**src/rtl/axi2apb_ctrl.sv**
```systemverilog
// APB master sequencer for the AXI-to-APB bridge: runs one SETUP/ACCESS
// transfer per command FIFO head entry, then pops it once the AXI response side completes.
module axi2apb_ctrl #(
  parameter int unsigned ADDR_BITS = 24
) (
  input  logic                 clk,
  input  logic                 reset,
  input  logic                 cmd_empty,
  input  logic                 cmd_read,
  input  logic [ADDR_BITS-1:0] cmd_addr,
  output logic                 cmd_pop,
  input  logic                 WVALID,
  input  logic                 finish_wr,
  input  logic                 finish_rd,
  output logic                 psel,
  output logic                 penable,
  output logic                 pwrite,
  output logic [ADDR_BITS-1:0] paddr,
  input  logic                 pready
);

  typedef enum logic [1:0] {
    IDLE      = 2'd0,
    SETUP     = 2'd1,
    ACCESS    = 2'd2,
    WAIT_RESP = 2'd3
  } state_t;

  state_t                 state, state_nxt;
  logic                   psel_nxt, penable_nxt, pwrite_nxt;
  logic [ADDR_BITS-1:0]   paddr_nxt;
  logic                   start, finish_sel;

  // A write may only begin once its data beat is available.
  assign start      = ~cmd_empty & (cmd_read | WVALID);
  assign finish_sel = pwrite ? finish_wr : finish_rd;

  // State and registered APB outputs share one register process.
  always_ff @(posedge clk or posedge reset) begin
    if (reset) begin
      state   <= IDLE;
      psel    <= 1'b0;
      penable <= 1'b0;
      pwrite  <= 1'b0;
      paddr   <= '0;
    end else begin
      state   <= state_nxt;
      psel    <= psel_nxt;
      penable <= penable_nxt;
      pwrite  <= pwrite_nxt;
      paddr   <= paddr_nxt;
    end
  end

  always_comb begin
    state_nxt = state;
    unique case (state)
      IDLE:      if (start)      state_nxt = SETUP;
      SETUP:                     state_nxt = ACCESS;
      ACCESS:    if (pready)     state_nxt = WAIT_RESP;
      WAIT_RESP: if (finish_sel) state_nxt = IDLE;
      default:                   state_nxt = IDLE;
    endcase
  end

  always_comb begin
    psel_nxt    = psel;
    penable_nxt = penable;
    pwrite_nxt  = pwrite;
    paddr_nxt   = paddr;
    cmd_pop     = 1'b0;
    unique case (state)
      IDLE: begin
        if (start) begin
          psel_nxt   = 1'b1;
          pwrite_nxt = ~cmd_read;
          paddr_nxt  = cmd_addr;
        end
      end
      SETUP: penable_nxt = 1'b1;
      ACCESS: begin
        if (pready) begin
          psel_nxt    = 1'b0;
          penable_nxt = 1'b0;
        end
      end
      WAIT_RESP: cmd_pop = finish_sel;
      default: ;
    endcase
  end

endmodule
```
**config.mk**
```make
export PLATFORM = sky130hd
export DESIGN_NAME = axi2apb_ctrl
export DESIGN_NICKNAME = d
export VERILOG_FILES = /design/src/rtl/axi2apb_ctrl.sv
export SDC_FILE = /design/constraint.sdc
export NUM_CORES = 1
export LEC_CHECK = 0
export CORE_MARGIN = 1
export CORE_UTILIZATION = 44
export CTS_CLUSTER_SIZE = 12
export DETAILED_ROUTE_END_ITERATION = 12
export MAX_ROUTING_LAYER = met4
export PLACE_DENSITY = 0.91
export SYNTH_ARGS = -nofsm -noshare
export SYNTH_HDL_FRONTEND = slang
export SYNTH_SLANG_ARGS = --single-unit
```
**constraint.sdc**
```tcl
create_clock -name clk -period 3.8 [get_ports clk]
set_clock_uncertainty 0.05 [all_clocks]
set_input_delay 0.76 -clock clk [delete_from_list [all_inputs] [get_ports clk]]
set_output_delay 0.76 -clock clk [all_outputs]
set_load 0.01 [all_outputs]
```
# Yosys cells after proc, flatten, opt, wreduce, memory -nomap -nowiden
# Cells that the tools add are included.
# Widths: inputs -> output; s select.
[totals] register_bits=29 latch_bits=0 ram_bits=0 romBits=0 in_bits=32 out_inout_bits=28 word_cells=32 n_memories=0
[classes] n_addsub=0 n_mul=0 div=0 order_cmp=0 n_eq_ne=6 n_shift=0 n_mux=10 bitwise=4 n_reduce_logical=7
[ops] operator="$pmux 2 s4" n=1
[ops] operator="$mux 2" n=3
[ops] operator="$ne 2x2->1 const B" n=3
[ops] operator="$reduce_and 3->1" n=2
[ops] operator="$eq 2x2->1 const B" n=2
[ops] operator="$mux 1" n=4
[ops] operator="$pmux 1 s2" n=2
[ops] operator="$reduce_and 2->1" n=2
[ops] operator="$reduce_bool 2->1" n=2
[ops] operator="$eq 2x1->1 const B" n=1
[ops] operator="$logic_not 2->1" n=1
[ops] operator="$not 1->1" n=2
[ops] operator="$and 1x1->1" n=1
[ops] operator="$or 1x1->1" n=1

# Depth between registers and ports, before layout
[logic_depth] depth_word=4 depth_mapped=6 depth_no_buf=5

# Least setup slack after synthesis
# No wires, ideal clock.
[synth_path] kind="input-to-output" from="input port finish_wr" to="output port cmd_pop" t_arrival_ps=1044 required_time_ps=2990 path_slack_ps=1946 stages=2 n_path_buf=0 cell_sequence="mux2i_1 nor2b_1"
[synth_between] elab_chain_len=2
[synth_lines] element="start, declared" line_no="13" text="input logic finish_wr,"
[synth_lines] element="$mux 1" line_no="36" text="assign finish_sel = pwrite ? finish_wr : finish_rd;"
[synth_lines] element="$mux 1" line_no="72" text="unique case (state)"
[synth_lines] element="end, declared" line_no="11" text="output logic cmd_pop,"
# Every way passes these cells.

# Final worst setup path
# Same ends and word-level chain as after synthesis.

==> results.toml <==
[outcome]
status = "finished, final reports clean"

[cells_and_area]
fin_nets = 181
syn_to_final_growth_pct = 51.4
diodes = 0
n_fill_cell = 201
layout-drive-gt1-share_pct = 21.2

[worst_setup_path]
crit_slowest_cell = "clkdlybuf4s50_1"
rr_startpoint = "state[0]"
cpPeakStageDelay_ns = 0.54
cp-endpoint = "cmd_pop"
endpoint_kind = "output pin"
crit_chain = "clkdlybuf4s50_1, mux2i_1, nor2b_1, clkdlybuf4s50_1"
crit_arrival_ns = 1.97
critPathMaxFanout = 2
crit_start = "finish_wr"
path_depth = 4
path_common_cell = "clkdlybuf4s50_1"
cp.buffers_inverters = 2
cp.required_ns = 2.99
crit_family = "buffers and inverters"
crit_type = "in -> out"
r2r_setup_slack_ns = 2.01
start_kind = "input pin"
r2r_cells = 4
reg2reg_to = "paddr[11]"

[route]
wl_per_cell_um = 14.3
met1_length_mm = 1.05
routed_wl_mm = 2.53
viasPerCell = 4.93
wl_met3_um = 168
first_pass_iters = 4
top_layer = "met4"
drt_iter0_markers = 16
wl_met2_mm = 1.26
drc_errors = 0
ant_nets = 0
vias = 872

[logic_synthesis]
syn_inst = 82
synth_top_area_share_pct = 55.5
synth_top_cell_by_area = "dfrtp_1"
ys_ff_latch = 29
yosysSeqAreaShare_pct = 55.5
synth_nets = 118
synth_warnings = 0
netlist_top_cells_area = "dfrtp_1, mux2_4, mux2_1"
syn_avg_cell_area_um2 = 15.9
synth.distinct_cells = 17
synth_area_um2 = 1310

[die]
io_pins = 60
rows = 19
die_y_um = 56.5
dieArea_um2 = 3190
fp.dieW_um = 56.5
fp.coreArea_um2 = 2780
initial_core_util_pct = 47.0

[grt]
track_usage_pct = 18.9
grt_start_max_net_pins = 30
grt_pass1_vias = 935
antenna_found_initial = 0
grt_pass1_wl_mm = 4.39
grt_overflow = 0

[flow_run]
max_cap_viol_count = 0

[timing]
tightest_slew_ns = 1.05
slew_viol_final = 0
setup_tns_ns = 0
finalCritPeriodShare_pct = 73.0
hold_viol = 0
finalSetupViolations = 0
fmax_ghz = 0.360
relSlewSlack_pct = 30.0
rsz0062_at_grt = "no"
fin_crit_ns = 2.78
setup_slack_ns = 1.02

[power_and_ir_drop]
p_leak_nw = 0.930
switching_power_mw = 0.477
cellPowerDensity_nw_per_um2 = 794
p_seq_share_pct = 35.8
p_sw_share_pct = 30.4
pwr-share-comb_pct = 50.6
peakVddDrop_mv = 0.632
internal_power_mw = 1.09
clock_power_share_pct = 13.6

[clock_tree]
cts_buffers = 5
clk_latency_ns = 0.33
postCtsSetupBuffers = 0
cts-htree-levels = 2
cts_tree = "done"
cts.repair.resized = 0
cts.sinks = 29
clockBufferDepth = 2
clk_pin_slew_ns = 0.09
ctsHoldBuffers = 0
root_buffer = "clkbuf_4"

[min_path]
min_path_type = "reg -> reg"

[placement]
io_buffers = 59
detailedPlace.worstSlack_ns = 1.01
gp_congestion = 0.685
place_hpwl_mm = 1.89
cells in the mapped netlist, drive strengths merged:
cell type,instances
a221oi,1
a21oi,4
ha,4
mux2,25
o22ai,1
o21ba,1
nand2,1
o21bai,1
nor2b,2
nor2,1
mux2i,3
inv,5
a31oi,1
buf,3
dfrtp,29
state kept, by name (all words and copies together), names as in the netlist:
name,count
state,2
psel,1
penable,1
pwrite,1
paddr,24
cell type report:
type	count	area, µm²	share of cell area, %
well taps	31	38.8	1.96
inverters	5	18.8	0.948
multi-input cells	45	536	27.1
flip-flops and latches	29	726	36.7
clock inverters	1	5.00	0.253
repair buffers	59	591	29.8
clock buffers	7	65.1	3.29
cell families after synthesis:
group / count (synthesis) / synth area share (%)
adders and majority gates: 4 / 3.83
buffers and inverters: 8 / 3.54
DFF: 29 / 55.5
and+or+nand+nor: 4 / 2.10
AOI/OAI and AO/OA: 9 / 5.46
muxes: 28 / 29.6
layer usage:
metal  vias up  global-route usage, %
met5         -                      -
met4         0                   7.32
met3         5                   6.45
met2        35                   29.6
met1       424                   22.4
li1        408                      -
stage by stage:
stage | std cells | util [%] | hold WS, ns | power (mW) | cell area, µm²
after global routing | 177 | 71.2 | 0.486 | 1.68 | 1980
after floorplan | 82 | - | 0.462 | 0.987 | 1310
after detailed placement | 169 | 68.6 | 0.439 | 1.37 | 1910
final | 177 | 71.2 | 0.457 | 1.57 | 1980
after global placement | 169 | 68.6 | 0.425 | 1.34 | 1910
after CTS | 177 | 71.2 | 0.462 | 1.59 | 1980
placed cells by master (no fill, tap or decap), drive strengths merged:
master         count
a21oi              4
a221oi             1
a31oi              1
clkbuf             7
clkdlybuf4s50     59
clkinv             1
dfrtp             29
ha                 4
inv                5
mux2              25
mux2i              3
nand2              1
nor2               1
nor2b              2
o21ba              1
o21bai             1
o22ai              1
power by group through the flow:
stage	clock network (mW)	logic (mW)	registers [mW]
6_report	0.213	0.795	0.562
5_1_grt	0.239	0.856	0.587
4_1_cts	0.222	0.806	0.564
3_5_place_dp	0	0.803	0.567
3_3_place_gp	0	0.785	0.557
2_1_floorplan	0	0.361	0.626
worst min-delay path by stage:
stage                     startpoint  cells past startpoint   endpoint  slack (ns)
after floorplan             state[1]                      1   state[1]        0.46
after global placement      paddr[9]                      1   paddr[9]        0.42
after detailed placement    paddr[9]                      1   paddr[9]        0.44
after CTS                   paddr[9]                      1   paddr[9]        0.46
after global routing       paddr[20]                      1  paddr[20]        0.49
final                      paddr[11]                      1  paddr[11]        0.46
No activity file was read; power rests on OpenSTA's default activity.
